### src/rtl/cam_pkg.sv
// Shared constants and lane-FSM state type for the camera lane aligner.
package cam_pkg;

  localparam int unsigned      LaneW     = 8;
  localparam int unsigned      NumLanes  = 5;
  localparam logic [LaneW-1:0] TrainWord = 8'hE9;
  localparam logic [LaneW-1:0] CodeFs    = 8'hAA;
  localparam logic [LaneW-1:0] CodeLs    = 8'h2A;
  localparam logic [LaneW-1:0] CodeLe    = 8'h4A;
  localparam logic [LaneW-1:0] CodeFe    = 8'hCA;

  typedef enum logic [1:0] {
    StSearch,
    StSettle,
    StLocked,
    StFail
  } lane_st_e;

endpackage

### src/rtl/cam_lane_trainer.sv
// Per-lane word-alignment trainer: slips the deserializer until the training word is seen
// LOCK_COUNT times in a row, or gives up after MAX_SLIPS slips.
module cam_lane_trainer import cam_pkg::*; #(
  parameter logic [LaneW-1:0] TRAIN_WORD  = TrainWord,
  parameter int unsigned      LOCK_COUNT  = 16,
  parameter int unsigned      SLIP_SETTLE = 4,
  parameter int unsigned      MAX_SLIPS   = 16
) (
  input  logic             clk_i,
  input  logic             rst_i,
  input  logic             en_i,
  input  logic [LaneW-1:0] word_i,
  output logic             bitslip_o,
  output logic             locked_o,
  output logic             fail_o
);

  localparam logic [7:0] LockLast   = 8'(LOCK_COUNT - 1);
  localparam logic [7:0] SettleLast = 8'(SLIP_SETTLE - 1);
  localparam logic [7:0] SlipMax    = 8'(MAX_SLIPS);

  lane_st_e   state_q, state_d;
  logic [7:0] match_cnt_q, match_cnt_d;
  logic [7:0] settle_cnt_q, settle_cnt_d;
  logic [7:0] slip_cnt_q, slip_cnt_d;
  logic       bitslip_q, bitslip_d;

  always_comb begin
    state_d      = state_q;
    match_cnt_d  = match_cnt_q;
    settle_cnt_d = settle_cnt_q;
    slip_cnt_d   = slip_cnt_q;
    bitslip_d    = 1'b0;
    if (!en_i) begin
      state_d      = StSearch;
      match_cnt_d  = '0;
      settle_cnt_d = '0;
      slip_cnt_d   = '0;
    end else begin
      unique case (state_q)
        StSearch: begin
          if (word_i == TRAIN_WORD) begin
            if (match_cnt_q == LockLast) begin
              state_d     = StLocked;
              match_cnt_d = '0;
            end else begin
              match_cnt_d = match_cnt_q + 8'd1;
            end
          end else begin
            match_cnt_d = '0;
            if (slip_cnt_q == SlipMax) begin
              state_d = StFail;
            end else begin
              state_d      = StSettle;
              bitslip_d    = 1'b1;
              slip_cnt_d   = slip_cnt_q + 8'd1;
              settle_cnt_d = '0;
            end
          end
        end
        // Deserializer output is unstable right after a slip; ignore it for a while.
        StSettle: begin
          if (settle_cnt_q == SettleLast) begin
            state_d      = StSearch;
            settle_cnt_d = '0;
          end else begin
            settle_cnt_d = settle_cnt_q + 8'd1;
          end
        end
        StLocked: state_d = StLocked;
        StFail:   state_d = StFail;
        default:  state_d = StSearch;
      endcase
    end
  end

  always_ff @(posedge clk_i) begin
    if (rst_i) begin
      state_q      <= StSearch;
      match_cnt_q  <= '0;
      settle_cnt_q <= '0;
      slip_cnt_q   <= '0;
      bitslip_q    <= 1'b0;
    end else begin
      state_q      <= state_d;
      match_cnt_q  <= match_cnt_d;
      settle_cnt_q <= settle_cnt_d;
      slip_cnt_q   <= slip_cnt_d;
      bitslip_q    <= bitslip_d;
    end
  end

  assign bitslip_o = bitslip_q;
  assign locked_o  = (state_q == StLocked);
  assign fail_o    = (state_q == StFail);

endmodule

### src/rtl/cam_lane_align.sv
// Camera lane aligner: per-lane bitslip training, lock aggregation and sync-lane decode into
// frame/line strobes plus a pixel stream.
module cam_lane_align import cam_pkg::*; #(
  parameter int unsigned      NUM_LANES   = NumLanes,
  parameter logic [LaneW-1:0] TRAIN_WORD  = TrainWord,
  parameter int unsigned      LOCK_COUNT  = 16,
  parameter int unsigned      SLIP_SETTLE = 4,
  parameter int unsigned      MAX_SLIPS   = 16,
  parameter logic [LaneW-1:0] CODE_FS     = CodeFs,
  parameter logic [LaneW-1:0] CODE_LS     = CodeLs,
  parameter logic [LaneW-1:0] CODE_LE     = CodeLe,
  parameter logic [LaneW-1:0] CODE_FE     = CodeFe
) (
  input  logic                             c,
  input  logic                             rst,
  input  logic                             en,
  input  logic [NUM_LANES*LaneW-1:0]       rxd,
  output logic [NUM_LANES-1:0]             bitslip,
  output logic [NUM_LANES-1:0]             lane_locked,
  output logic                             aligned,
  output logic                             align_err,
  output logic                             sync_err,
  output logic [(NUM_LANES-1)*LaneW-1:0]   pix_data,
  output logic                             pix_valid,
  output logic                             frame_start,
  output logic                             line_start,
  output logic                             line_end,
  output logic                             frame_end
);

  localparam int unsigned PixW = (NUM_LANES - 1) * LaneW;

  logic [NUM_LANES-1:0] lane_fail;

  for (genvar k = 0; k < NUM_LANES; k++) begin : g_lane
    cam_lane_trainer #(
      .TRAIN_WORD  (TRAIN_WORD),
      .LOCK_COUNT  (LOCK_COUNT),
      .SLIP_SETTLE (SLIP_SETTLE),
      .MAX_SLIPS   (MAX_SLIPS)
    ) u_trainer (
      .clk_i     (c),
      .rst_i     (rst),
      .en_i      (en),
      .word_i    (rxd[k*LaneW +: LaneW]),
      .bitslip_o (bitslip[k]),
      .locked_o  (lane_locked[k]),
      .fail_o    (lane_fail[k])
    );
  end

  logic [LaneW-1:0] sync_word;
  assign sync_word = rxd[PixW +: LaneW];

  logic            aligned_q, aligned_d;
  logic            align_err_q, align_err_d;
  logic            sync_err_q, sync_err_d;
  logic            in_line_q, in_line_d;
  logic [PixW-1:0] pix_data_q, pix_data_d;
  logic            pix_valid_q, pix_valid_d;
  logic            fs_q, fs_d, ls_q, ls_d, le_q, le_d, fe_q, fe_d;

  always_comb begin
    aligned_d   = en & (&lane_locked);
    align_err_d = align_err_q | (|lane_fail);
    sync_err_d  = sync_err_q;
    in_line_d   = in_line_q;
    pix_data_d  = pix_data_q;
    pix_valid_d = 1'b0;
    fs_d        = 1'b0;
    ls_d        = 1'b0;
    le_d        = 1'b0;
    fe_d        = 1'b0;
    if (!en) begin
      in_line_d = 1'b0;
    end else if (aligned_q) begin
      pix_data_d = rxd[PixW-1:0];
      if (sync_word == CODE_FS) begin
        fs_d      = 1'b1;
        ls_d      = 1'b1;
        in_line_d = 1'b1;
        if (in_line_q) sync_err_d = 1'b1;
      end else if (sync_word == CODE_LS) begin
        ls_d      = 1'b1;
        in_line_d = 1'b1;
        if (in_line_q) sync_err_d = 1'b1;
      end else if (sync_word == CODE_LE) begin
        // An end code outside a line is dropped rather than forwarded.
        if (in_line_q) le_d = 1'b1;
        else           sync_err_d = 1'b1;
        in_line_d = 1'b0;
      end else if (sync_word == CODE_FE) begin
        if (in_line_q) begin
          le_d = 1'b1;
          fe_d = 1'b1;
        end else begin
          sync_err_d = 1'b1;
        end
        in_line_d = 1'b0;
      end else begin
        pix_valid_d = in_line_q;
      end
    end
  end

  always_ff @(posedge c) begin
    if (rst) begin
      aligned_q   <= 1'b0;
      align_err_q <= 1'b0;
      sync_err_q  <= 1'b0;
      in_line_q   <= 1'b0;
      pix_data_q  <= '0;
      pix_valid_q <= 1'b0;
      fs_q        <= 1'b0;
      ls_q        <= 1'b0;
      le_q        <= 1'b0;
      fe_q        <= 1'b0;
    end else begin
      aligned_q   <= aligned_d;
      align_err_q <= align_err_d;
      sync_err_q  <= sync_err_d;
      in_line_q   <= in_line_d;
      pix_data_q  <= pix_data_d;
      pix_valid_q <= pix_valid_d;
      fs_q        <= fs_d;
      ls_q        <= ls_d;
      le_q        <= le_d;
      fe_q        <= fe_d;
    end
  end

  assign aligned     = aligned_q;
  assign align_err   = align_err_q;
  assign sync_err    = sync_err_q;
  assign pix_data    = pix_data_q;
  assign pix_valid   = pix_valid_q;
  assign frame_start = fs_q;
  assign line_start  = ls_q;
  assign line_end    = le_q;
  assign frame_end   = fe_q;

endmodule

### config.mk
export PLATFORM = sky130hd
export DESIGN_NAME = cam_lane_align
export DESIGN_NICKNAME = d
export VERILOG_FILES = /design/src/rtl/cam_pkg.sv /design/src/rtl/cam_lane_trainer.sv /design/src/rtl/cam_lane_align.sv
export SDC_FILE = /design/constraint.sdc
export NUM_CORES = 1
export LEC_CHECK = 0
export BUFFER_PORTS_ARGS = -buffer_cell sky130_fd_sc_hd__buf_4
export CAP_MARGIN = 20
export CORE_MARGIN = 3
export CORE_UTILIZATION = 51
export DETAILED_ROUTE_END_ITERATION = 16
export HOLD_SLACK_MARGIN = 0.15
export PLACE_DENSITY = 0.83
export RECOVER_POWER = 100
export SLEW_MARGIN = 20
export SYNTH_ARGS = -nofsm -noshare
export SYNTH_HDL_FRONTEND = slang
export SYNTH_SLANG_ARGS = --single-unit
### constraint.sdc
create_clock -name c -period 1.8 [get_ports c]
set_input_delay 0.09 -clock c [delete_from_list [all_inputs] [get_ports c]]
set_output_delay 0.09 -clock c [all_outputs]
set_load 0.02 [all_outputs]
==> out/metrics.cfg <==
[timing]
rsz0062_at_grt=yes
worst_clock_skew_ns=0.008288
max_freq_mhz=566.9
slew_violations=0
timing_hold_violations_final=0
min_period_ns=1.764
fin_crit_sh_pct=97.99
setup_viol=0
tightest_slew_ns=0.4558
maxSlewHeadroom_pct=69.33

[synthesis]
yosys.area_share.simple_pct=30.40
avgSynthCellArea_um2=8.094
ys.flop_type=dfxtp_1
yosys_warnings=0
synth_nets=1082
synth_fa_ha_area_share_pct=3.034
ys_seq_area_share_pct=42.72
synthMuxAreaShare_pct=0.6220
synth-compound-area-share_pct=14.62
synthCells=1019
synth_seq_cells=176
synthArstFlopShare_pct=0
ys_types=66
synth_area_um2=8248
synth_top_family_by_area=simple AND/OR/NAND/NOR gates
synth_edf_count=0
synth_xor_area_share_pct=4.779

[critical_path]
slowest_delay_ns=0.57
cp-start-kind=input port
cp_slowest_cell=dlygate4sd3_1
cp.required_ns=2.16
critPathMaxFanout=6
worstPathArrival_ns=2.13
crit_chain=dlygate4sd3_1, buf_4, and4b_2, nand2_1, a211o_1, or4_1, a21oi_1
path_class=input port to flip-flop
cp-end-kind=flip-flop
critPathBufInv=2
cp_top_family=simple AND/OR/NAND/NOR gates

[clocking]
cts_tree=built
htreeDepth=4
cts.sinks=176
clock_path_buffers=2
cts_buffers=17
path_clk_slew_ns=0.07
cts-root-buf=clkbuf_16
insertion_delay_ns=0.43

[layout]
fin_util_pct=69.39
final_nets=1244
stdcell_count=1405
design_area_um2=10740
area_growth_pct=30.26
layout_commonest_cell=nand2_1
drive_gt1_share_pct=20.77
n_antenna_cell=0
layout_common_cells=168 x nand2_1, 167 x dfxtp_1, 144 x buf_4, 106 x nor2_1, 81 x a21oi_1

[flow_run]
maxCapViolCount=0

[floorplanning]
core_area_um2=15480
start_util_pct=53.27
placementRows=45
die_h_um=133.2
die_area_um2=17730
ios=93
die_w_um=133.2

[routing]
drt-pass1-iter-count=5
via_count=7972
drc=0
drt-total-wl_um=21730
vias_per_cell=5.674
wire_per_inst_um=15.47
drtIter0Drc=651
final_antenna_net_count=0

[min_path]
hold_class=input port to flip-flop

[global_routing]
grt_pass1_wl_um=34930
antenna_found_initial=0
grt_overflow=0
grt_usage_pct=23.40
grt_pass1_vias=7345
grt_max_degree=53

[power]
peakVddDrop_v=0.0006417
power_density_nw_per_um2=795.4
leakage_nw=4.022

[placed_design]
place_area_um2=9443
gp_congestion=0.8523
io_buffers=92
post-place-cells=1329
hpwl_um=13530

[outcome]
status=finished, final reports clean

## kinds of logic after synthesis
group | after synthesis
xor gates and xnor gates | 45
DFF | 176
and+or+nand+nor | 503
muxes | 5
buffers and inverters | 69
adders and majority gates | 20
AOI/OAI and AO/OA | 201
## timing repair
action,in CTS,in global routing
pin swaps,0,8
hold endpoints to repair,43,1
setup endpoints to repair,7,52
hold buffers,41,1
setup buffers,0,3
resized for setup,3,52
## worst paths after layout
| check | cells past startpoint | slack, ns | to | startpoint |
|---|---|---|---|---|
| hold / removal | 5 | 0.14 | g_lane[4].u_trainer.match_cnt_q[4] | rxd[34] |
| setup reg to reg | 6 | 0.05 | g_lane[4].u_trainer.settle_cnt_q[4] | g_lane[4].u_trainer.settle_cnt_q[0] |
| hold reg to reg | 2 | 0.45 | pix_data[12] | pix_data[12] |
| setup / recovery | 7 | 0.04 | g_lane[2].u_trainer.match_cnt_q[5] | rxd[20] |
## power breakdown
group | switching [mW] | total, mW | internal (mW)
combinational | 0.297 | 0.554 | 0.257
sequential | 0.0237 | 3.95 | 3.92
clock | 1.54 | 4.05 | 2.51
total | 1.86 | 8.55 | 6.69
## synth_stat cells, drive strengths merged, types with 7 or more instances
cell type,count,area (µm²)
a21oi,86,430.4
and2,13,81.33
and3,13,81.33
buf,22,138.9
clkbuf,27,101.4
dfxtp,176,3523
ha,20,250.2
inv,20,75.07
nand2,168,630.6
nand3,53,265.3
nand4,28,190.2
nor2,110,412.9
nor2b,11,68.82
nor3,27,135.1
nor4,8,50.05
o21ai,56,284.0
o311ai,7,61.31
or2,12,75.08
or3,12,76.33
or4,11,86.33
xnor2,10,87.58
xor2,35,306.5
## sequential cells by signal (all words and copies together) (netlist names)
register / count
align_err: 1
aligned: 1
frame_end: 1
frame_start: 1
g_lane.u_trainer.bitslip_o: 5
g_lane.u_trainer.match_cnt_q: 40
g_lane.u_trainer.settle_cnt_q: 40
g_lane.u_trainer.slip_cnt_q: 40
g_lane.u_trainer.state_q: 10
in_line_q: 1
line_end: 1
line_start: 1
pix_data: 32
pix_valid: 1
sync_err: 1
## per-layer routing
layer / track usage (%) / vias to the layer above / part of all wire, %
met5: 0 / - / 0
met4: 6.171 / 0 / 1.8
met3: 5.249 / 35 / 5.8
met2: 39.33 / 274 / 48
met1: 30.57 / 3739 / 44
li1: - / 3924 / -
## stage by stage
| stage | power (mW) | TNS, ns | hold slack [ns] | setup WS (ns) |
|---|---|---|---|---|
| finish | 8.546 | 0 | 0.1436 | 0.03609 |
| global route | 8.822 | -0.09142 | 0.1757 | -0.04138 |
| CTS | 8.566 | -0.04008 | 0.1398 | -0.01973 |
| detailed placement | 4.483 | -0.003261 | 0.3278 | -0.003261 |
| global placement | 4.477 | 0 | 0.3257 | 0.03882 |
| floorplan | 4.280 | 0 | 0.1774 | 0.007199 |
## cell type report
| cell class | count | area [µm²] |
|---|---|---|
| clock inverter | 12 | 205.2 |
| timing repair buffer | 192 | 1541 |
| inverter | 20 | 75.07 |
| multi-input combinational | 774 | 4674 |
| fill | 1090 | 4740 |
| clock buffer | 20 | 446.7 |
| tap | 211 | 264.0 |
| sequential | 176 | 3537 |
## tightest hold or removal path, stage by stage
cell and delay, ns:
buf_4 0.09, nor3b_4 0.04, nand4_4 0.09, or4_4 0.13, o21ai_0 0.07
(Power assumes the default switching activity.)
